### src/rtl/jtag_tap_gen.sv
// Parametrised 1149.1 TAP controller: ID, BYPASS and NREG user data registers with capture/update strobes.
// Define JTAG_PARITY_EN to append an even-parity bit to every user register scan.
module jtag_tap_gen #(
    parameter int                   IR_W    = 5,
    parameter int                   DR_W    = 69,
    parameter int                   NREG    = 8,
    parameter int                   ID_W    = 40,
    parameter logic [NREG*8-1:0]    LEN_VEC = {NREG{8'd69}},
    parameter logic [NREG*DR_W-1:0] RST_VEC = '0
) (
    input  logic                   tck,
    input  logic                   hard_rst,
    input  logic                   tms,
    input  logic                   tdi,
    output logic                   tdo,
    output logic [3:0]             jstate,
    output logic [IR_W-1:0]        ir,
    input  logic [ID_W-1:0]        id,
    input  logic [NREG*DR_W-1:0]   rd_data,
    output logic [NREG*DR_W-1:0]   wr_data,
    output logic [NREG-1:0]        cap_strb,
    output logic [NREG-1:0]        wr_strb,
    output logic                   par_err
);
`ifdef JTAG_PARITY_EN
    localparam int PAR = 1;
`else
    localparam int PAR = 0;
`endif
    localparam int SH_W = (ID_W > DR_W + PAR) ? ID_W : DR_W + PAR;

    typedef enum logic [3:0] {
        TLR    = 4'd0,  RTI    = 4'd1,  SEL_DR = 4'd2,  CAP_DR = 4'd3,
        SH_DR  = 4'd4,  EX1_DR = 4'd5,  PAU_DR = 4'd6,  EX2_DR = 4'd7,
        UPD_DR = 4'd8,  SEL_IR = 4'd9,  CAP_IR = 4'd10, SH_IR  = 4'd11,
        EX1_IR = 4'd12, PAU_IR = 4'd13, EX2_IR = 4'd14, UPD_IR = 4'd15
    } tap_t;

    tap_t                 r_state;
    logic [IR_W-1:0]      r_ir;
    logic [IR_W-1:0]      r_ish;
    logic [SH_W-1:0]      r_dsh;
    logic [NREG*DR_W-1:0] r_wr_data;
    logic [NREG-1:0]      r_cap_strb;
    logic [NREG-1:0]      r_wr_strb;
    logic                 r_tdo;
    logic                 r_par_err;

    logic [NREG-1:0]      w_sel_oh;
    logic                 w_user;
    logic                 w_is_id;
    logic [7:0]           w_len;
    logic [DR_W-1:0]      w_cdata;
    logic [DR_W-1:0]      w_udata;
    logic [SH_W-1:0]      w_cap;
    logic [SH_W-1:0]      w_topbit;
    logic [SH_W-1:0]      w_dshift;
    logic [IR_W-1:0]      w_ir_cap;
    logic                 w_par_bad;

    function automatic logic [DR_W-1:0] f_lenmask(input logic [7:0] len);
        logic [DR_W:0] m;
        m = ((DR_W+1)'(1) << len) - (DR_W+1)'(1);
        return m[DR_W-1:0];
    endfunction

    // Opcode k+1 selects user register k; everything else that is not 0 is bypass.
    always_comb begin
        w_sel_oh = '0;
        w_len    = 8'd1;
        w_cdata  = '0;
        for (int i = 0; i < NREG; i++) begin
            if (r_ir == IR_W'(i + 1)) begin
                w_sel_oh[i] = 1'b1;
                w_len       = LEN_VEC[i*8 +: 8];
                w_cdata     = rd_data[i*DR_W +: DR_W] & f_lenmask(LEN_VEC[i*8 +: 8]);
            end
        end
    end

    assign w_user   = |w_sel_oh;
    assign w_is_id  = (r_ir == '0);
    assign w_udata  = r_dsh[DR_W-1:0] & f_lenmask(w_len);
    assign w_ir_cap = IR_W'({r_par_err, 2'b01});

    // One shared DR shifter; w_topbit marks where tdi enters for the active register.
    always_comb begin
        w_cap    = '0;
        w_topbit = SH_W'(1);
        if (w_is_id) begin
            w_cap    = SH_W'(id);
            w_topbit = SH_W'(1) << (ID_W - 1);
        end else if (w_user) begin
            w_cap    = SH_W'(w_cdata);
`ifdef JTAG_PARITY_EN
            w_cap    = w_cap | (SH_W'(^w_cdata) << w_len);
`endif
            w_topbit = SH_W'(1) << (32'(w_len) + PAR - 1);
        end
        w_dshift = ({1'b0, r_dsh[SH_W-1:1]} & (w_topbit - SH_W'(1))) | (tdi ? w_topbit : '0);
    end

`ifdef JTAG_PARITY_EN
    logic [SH_W-1:0] w_pshift;
    assign w_pshift  = r_dsh >> w_len;
    assign w_par_bad = w_pshift[0] ^ (^w_udata);
`else
    assign w_par_bad = 1'b0;
`endif

    always_ff @(posedge tck or posedge hard_rst) begin
        if (hard_rst) begin
            r_state    <= TLR;
            r_ir       <= '0;
            r_ish      <= '0;
            r_dsh      <= '0;
            r_wr_data  <= RST_VEC;
            r_cap_strb <= '0;
            r_wr_strb  <= '0;
            r_par_err  <= 1'b0;
        end else begin
            r_cap_strb <= '0;
            r_wr_strb  <= '0;
            case (r_state)
                TLR: begin
                    r_state <= tms ? TLR : RTI;
                    r_ir    <= '0;
                end
                RTI:    r_state <= tms ? SEL_DR : RTI;
                SEL_DR: begin
                    r_state <= tms ? SEL_IR : CAP_DR;
                    if (!tms) r_cap_strb <= w_sel_oh;
                end
                CAP_DR: begin
                    r_state <= tms ? EX1_DR : SH_DR;
                    r_dsh   <= w_cap;
                end
                SH_DR: begin
                    r_state <= tms ? EX1_DR : SH_DR;
                    r_dsh   <= w_dshift;
                end
                EX1_DR, EX2_DR: begin
                    if (tms) begin
                        r_state <= UPD_DR;
                        if (w_user && w_par_bad) begin
                            r_par_err <= 1'b1;
                        end else if (w_user) begin
                            r_wr_strb <= w_sel_oh;
                            for (int i = 0; i < NREG; i++)
                                if (w_sel_oh[i]) r_wr_data[i*DR_W +: DR_W] <= w_udata;
                        end
                    end else begin
                        r_state <= (r_state == EX1_DR) ? PAU_DR : SH_DR;
                    end
                end
                PAU_DR:         r_state <= tms ? EX2_DR : PAU_DR;
                UPD_DR, UPD_IR: r_state <= tms ? SEL_DR : RTI;
                SEL_IR: begin
                    r_state <= tms ? TLR : CAP_IR;
                    if (tms) r_ir <= '0;
                end
                CAP_IR: begin
                    r_state <= tms ? EX1_IR : SH_IR;
                    r_ish   <= w_ir_cap;
                end
                SH_IR: begin
                    r_state <= tms ? EX1_IR : SH_IR;
                    r_ish   <= {tdi, r_ish[IR_W-1:1]};
                end
                EX1_IR, EX2_IR: begin
                    if (tms) begin
                        r_state <= UPD_IR;
                        r_ir    <= r_ish;
                        if (&r_ish) r_par_err <= 1'b0;
                    end else begin
                        r_state <= (r_state == EX1_IR) ? PAU_IR : SH_IR;
                    end
                end
                PAU_IR:  r_state <= tms ? EX2_IR : PAU_IR;
                default: r_state <= TLR;
            endcase
        end
    end

    always_ff @(negedge tck or posedge hard_rst) begin
        if (hard_rst)              r_tdo <= 1'b0;
        else if (r_state == SH_DR) r_tdo <= r_dsh[0];
        else if (r_state == SH_IR) r_tdo <= r_ish[0];
        else                       r_tdo <= 1'b0;
    end

    assign tdo      = r_tdo;
    assign jstate   = ~r_state;
    assign ir       = r_ir;
    assign wr_data  = r_wr_data;
    assign cap_strb = r_cap_strb;
    assign wr_strb  = r_wr_strb;
    assign par_err  = r_par_err;
endmodule

### config.mk
export PLATFORM = sky130hd
export DESIGN_NAME = jtag_tap_gen
export DESIGN_NICKNAME = d
export VERILOG_FILES = /design/src/rtl/jtag_tap_gen.sv
export SDC_FILE = /design/constraint.sdc
export NUM_CORES = 2
export LEC_CHECK = 0
export CORE_AREA = 3 3 457 459
export DETAILED_ROUTE_END_ITERATION = 16
export DIE_AREA = 0 0 460 462
export MAX_ROUTING_LAYER = met4
export PLACE_DENSITY = 0.34
export SYNTH_ARGS = -nofsm -noshare
export SYNTH_HDL_FRONTEND = slang
export SYNTH_SLANG_ARGS = --single-unit
### constraint.sdc
create_clock -name tck -period 30.2 [get_ports tck]
set_input_delay 4.53 -clock tck [delete_from_list [all_inputs] [get_ports tck]]
set_output_delay 4.53 -clock tck [all_outputs]
set_load 0.005 [all_outputs]
# == After elaboration in Yosys (flattened, before gate mapping) ==
# Index checks and enable logic that the tools add are counted.
# Widths: inputs -> output; s select.
# word_totals
ff_bits,652
in_bits,596
# classes
n_addsub,3
reduce_logical,20
n_eq_ne,25
shift,2
muxes,54
bitwise,4
# op_table
operator,count
$mux 69,13
$pmux 69 s2,1
$and 68x69->69,1
$and 69x69->69,1
$or 69x69->69,1
$shl 1x32->69 const A,1
$shl 1x7->69 const A,1
$sub 69x1->69 const B,1
$sub 69x2->69 const B,1
$mux 7,8
$mux 8,5
$pmux 4 s10,1
$eq 4x4->1 const B,8
$reduce_and 4->1,8
$eq 5x3->1 const B,4
$eq 4x3->1 const B,4
$pmux 5 s3,1
$mux 1,13
$mux 4,3
$eq 5x2->1 const B,2
$mux 5,2
$pmux 5 s2,1
$mux 3,3
$sub 8x1->9 const B,1
15 further kinds,23

# == Logic depth before layout (Yosys ltp) ==
# logic_depth
depth_word,17
depth_mapped,10
mapped_depth_nobuf,5

==> impl_metrics.yaml <==
clock_tree:
  cts_resized: 0
  cts_sinks: 652
  numCtsBuffers: 89
  path_clk_slew_ps: 50
  cts-hold-fix-buffers: 0
  clock_latency_ps: 720
  htreeDepth: 3
  ctsLongestPathBuffers: 3
  postCtsSetupRepairBufs: 0
  cts_root_buf: "clkbuf_16"
  cts_tree: "done"
die:
  initial_core_util_pct: 15.27
  row_count: 166
  pin_count: 1175
  die_h_um: 462
  core_mm2: 0.2048
  die_area_mm2: 0.2125
  die_w_um: 460
synthesis:
  syn_area_per_cell_um2: 10.87
  syn_area_mm2: 0.03128
  ys.flop_type: "dfrtp_1"
  synth-edff-count: 0
  synthTopCellsByArea: "dfrtp_1, mux2_2, o21ai_0"
  synth_cell_type_count: 64
  synthesis.nets: 3474
  ys_ff_latch: 652
  synth_area_leader_cell: "dfrtp_1"
  yosysTopAreaCellShare_pct: 52.09
  seq_area_frac_synth_pct: 52.17
  syn-instance-count: 2878
  ys_warn_count: 0
  async_flop_share_pct: 100.0
detailed_routing:
  vias: 29119
  wl_um: 218200
  vias_per_cell: 4.358
  drtIter0Drc: 2140
  drc_errors: 0
  postRouteAntennaNets: 0
  dr.pass1.iters: 9
  avgRoutedWirePerCell_um: 32.66
grt:
  grt_max_degree: 139
  grt_pass1_wl_um: 285200
  grt_overflow: 0
  grt_usage_pct: 20.30
  antenna_found_initial: 52
  grt_pass1_vias: 29864
power_and_ir_drop:
  clockPowerShare_pct: 40.5
  p_leak_nw: 19.98
  seq_power_share_pct: 40.6
  ir_drop_mv: 0.04202
  internal-power_w: 0.001744
  switching_share_pct: 33.45
  share_comb_of_total_power_pct: 18.9
  p_sw_w: 0.0008765
  p_per_area_mw_per_mm2: 53.62
final_layout:
  drive_gt1_share_pct: 15.70
  final_common_cell: "clkdlybuf4s50_1"
  multi_input_area_mm2: 0.01365
  mostFrequentLayoutCells: "clkdlybuf4s50_1, dfrtp_1, mux2_2"
  syn2layout_area_growth_pct: 56.25
  final_cells: 6681
  fin_nets: 4481
  regArea_mm2: 0.01633
  fillCellCount: 22206
setup_path:
  cp.arrival_ps: 16890
  crit_path_start_kind: "register"
  worstPathRequired_ps: 25670
  worstSetupPathType: "register to primary output"
  crit_fanout: 1
  critPathCaptureType: "primary output"
  cp_top_family: "flip-flops"
  path_buf_inv: 1
  path_cells: "clkdlybuf4s50_1"
  critPathMaxStageDelay_ps: 570
  crit_slowest_cell: "dfrtn_1"
sta:
  setup_viol: 0
  worst_hold_slack_ps: 476.6
  fin_skew_ps: 72.62
  setup_slack_ps: 8778
  max-slew-margin-rel_pct: 19.90
  maxSlewViolCount: 0
  hold_viol: 0
  tightest_slew_ps: 1201
  rsz0062_at_grt: "no"
  fin_tns_setup_ps: 0
place:
  placed_cells: 6482
  portBuffers: 1173
  post-place-ws_ps: 9449
  gp_congestion: 0.8775
  place.detailed.hpwl_um: 162800
status:
  status: "finished, final reports clean"
run:
  max_cap_violations: 0
worst_hold_path:
  hold_class: "register to register"
[power groups by stage]
stage,sequential [W],clock (W),combinational [W]
global route,0.00107,0.00114,0.000528
CTS,0.00107,0.00111,0.000509
detailed placement,0.00109,0,0.000507
global placement,0.00108,0,0.000508
floorplan,0.000960,0,0.000256
finish,0.00106,0.00106,0.000496
[synth_stat cells (all sizes together), types with 2 or more instances]
| master | n |
|---|---|
| a211o | 27 |
| a211oi | 28 |
| a21oi | 227 |
| a221o | 2 |
| a221oi | 66 |
| a222oi | 40 |
| a2bb2oi | 27 |
| a31oi | 2 |
| a32oi | 3 |
| and3 | 5 |
| buf | 102 |
| clkbuf | 231 |
| dfrtp | 651 |
| inv | 42 |
| mux2 | 443 |
| nand2 | 226 |
| nand2b | 32 |
| nand3 | 20 |
| nand4 | 7 |
| nand4b | 39 |
| nor2 | 79 |
| nor2b | 46 |
| nor3 | 13 |
| nor3b | 3 |
| nor4 | 2 |
| nor4b | 3 |
| nor4bb | 26 |
| o211a | 38 |
| o211ai | 31 |
| o21ai | 284 |
| o21bai | 39 |
| o32ai | 27 |
| or2 | 2 |
| or3 | 42 |
| or3b | 2 |
| or4b | 3 |
[cell type report]
cell class,count,area share [%]
Antenna cell,38,0.1946
Timing Repair Buffer,1249,25.25
Multi-Input combinational cell,1851,27.94
Tap cell,2688,6.882
Clock buffer,130,5.221
Inverter,42,0.3354
Clock inverter,31,0.7655
Sequential cell,652,33.42
[worst paths after layout]
kind | start | to | slack, ps | cells past startpoint
setup / recovery | tdo | tdo | 8780 | 1
hold / removal | wr_data[377] | wr_data[377] | 480 | 2
setup reg to reg | r_state[0] | tdo | 12710 | 5
hold reg to reg | wr_data[377] | wr_data[377] | 480 | 2
max in group asynchronous | hard_rst | tdo | 10630 | 2
min in group asynchronous | hard_rst | r_dsh[33] | 4240 | 2
[sequential cells by signal, indices dropped and copies added, names as in the netlist]
name	cells
r_dsh	69
ir	5
cap_strb	8
r_state	4
wr_data	552
tdo	1
r_ish	5
wr_strb	8
[logic make-up (layout without fill, tap and decap cells)]
logic type,count (synthesis),count (layout),synth area share (%)
XOR/XNOR,1,1,0.02801
AND/OR/NAND/NOR,554,554,9.325
AO/OA/AOI/OAI,852,852,17.63
buffers and inverters,375,1452,4.885
multiplexers,443,443,15.95
flip-flops,652,652,52.17
other,1,39,0.01199
[metrics by stage]
stage	util [%]	instance area [um2]	total power [W]
2_1_floorplan	-	31280	0.001215
5_1_grt	23.85	48850	0.002743
6_report	23.86	48870	0.002620
3_5_place_dp	22.39	45850	0.001593
3_3_place_gp	22.38	45840	0.001592
4_1_cts	23.82	48770	0.002687
[per-layer routing]
metal	share of wire, %	wire [um]	up-vias	GRT usage [%]
met5	0	0	-	-
met4	3.1	6661	0	6.609
met3	8.1	17700	240	6.309
met2	50	109000	1234	34.71
met1	39	84830	15046	22.41
li1	-	-	12599	-
Power figures use the tool's default switching activity.
==> RTL edit: new RTL, config.mk and constraints unchanged <==
`NREG`: 8 -> 9.
--- a/src/rtl/jtag_tap_gen.sv
+++ b/src/rtl/jtag_tap_gen.sv
@@ -3,7 +3,7 @@
 module jtag_tap_gen #(
     parameter int                   IR_W    = 5,
     parameter int                   DR_W    = 69,
-    parameter int                   NREG    = 8,
+    parameter int                   NREG    = 9,
     parameter int                   ID_W    = 40,
     parameter logic [NREG*8-1:0]    LEN_VEC = {NREG{8'd69}},
     parameter logic [NREG*DR_W-1:0] RST_VEC = '0
Ports: changed (resized cap_strb, rd_data, wr_data and wr_strb); port bits go from 1175 to 1315. The function was not compared with the original's and may differ.
==> RTL edit against the original RTL <==
- global-route usage rose by 2.2 points
- routed wire length rose by 11%
- sequential share of layout area increased by 0.68 points
- worst setup slack worse by 0.013 ns
- power is 24% higher
- register-to-register slack better by 0.40 ns
- final area grew 8.7%
- critical path depth did not move
- area after synthesis up 9.0%
- first-iteration DRC count is 4.3% higher
- sequential cell count is 71 higher
- core utilization rose by 2.1 points
- largest cell class unchanged
==> RTL edit: results (changes against the original RTL) <==
outcome: "completed"
fill_cells: 22000  # -0.91%
gp_congestion: 0.8524  # -2.9%
postPlaceCellArea_um2: 49880  # +8.8%
drt-met1-wl_um: 103600  # +22%
dp_slack_ns: 9.432  # -0.01735 ns
hpwlAfterDp_um: 185300  # +14%
grt_pass1_vias: 32060  # +7.3%
yosys-mux-area-fraction_pct: 13.86  # -2.1 points
clock_area_share_pct: 5.829  # -0.16 points
clock_buffers: 137  # +5.4%
grt_use_total_pct: 22.54  # +2.2 points
synth_seq_area_share_pct: 53.07  # +0.90 points
num-nets-final: 5010  # +12%
internal-power_mw: 2.067  # +19%
largest_register_ffs: 621  # +13%
powerSeq_mw: 1.28  # +21%
crit_slowest_cell: "clkdlybuf4s50_1"
pwr-share-clk_pct: 35.0  # -5.5 points
postSynthAreaPerCell_um2: 10.61  # -2.4%
syn_to_final_growth_pct: 55.77
grt_util_met3_pct: 4.824  # -1.5 points
synthTopCellsByCount: "dfrtp_1 (722), mux2_2 (416), o21ai_0 (367)"
buffers: 1384  # +11%
synth_compound_area_share_pct: 18.54  # +0.91 points
p_leak_nw: 21.82  # +9.3%
detail_route.first_pass.iterations: 7  # -2
finalNonFillerCells: 7158  # +7.1%
bufAreaShareNonClock_pct: 25.87  # +0.62 points
netlist_top_cells_area: "dfrtp_1 (53%), mux2_2 (14%), o21ai_0 (5.4%)"
syn_nets: 3879  # +12%
place_inst: 6937  # +7.0%
grt_max_degree: 165  # +19%
dr_wl_met2_um: 117200  # +7.6%
grt_pass1_wl_um: 314600  # +10%
synthXorXnorAreaFrac_pct: 0.02569  # -0.0023 points
dr.first_iter.drc_count: 2233  # +4.3%
critical-path-top-delay-family: "buffers and inverters"
seq_area_share_pct: 34.09  # +0.68 points
antenna_cells: 52  # +37%
antenna_found_initial: 123  # +140%
n_all_inverters: 21  # -50%
clock_skew_ns: 0.05409  # -0.01853 ns
multi_input_area_um2: 14590  # +6.8%
[RTL edit: cell count changes after synthesis, sizes merged, moves of 44 or more]
cell   delta
o21ai   +105
nand2   +116
dfrtp    +71
a32oi    +44
nor2     +73
[RTL edit: worst paths after layout]
| kind | from | end | slack (ns) | cells past startpoint |
|---|---|---|---|---|
| worst max register to register | r_state[0]$_DFF_PP0_ | tdo$_DFF_NP0_ | 13.11 | 4 |
| worst min-delay path | wr_data[473]$_DFFE_PP0P_ | wr_data[473]$_DFFE_PP0P_ | 0.47 | 2 |
| worst max-delay path | tdo$_DFF_NP0_ | tdo | 8.77 | 1 |
| min in group asynchronous | hard_rst | wr_data[82]$_DFFE_PP0P_ | 4.64 | 3 |
| worst min register to register | wr_data[473]$_DFFE_PP0P_ | wr_data[473]$_DFFE_PP0P_ | 0.47 | 2 |
| max in group asynchronous | hard_rst | tdo$_DFF_NP0_ | 10.67 | 2 |
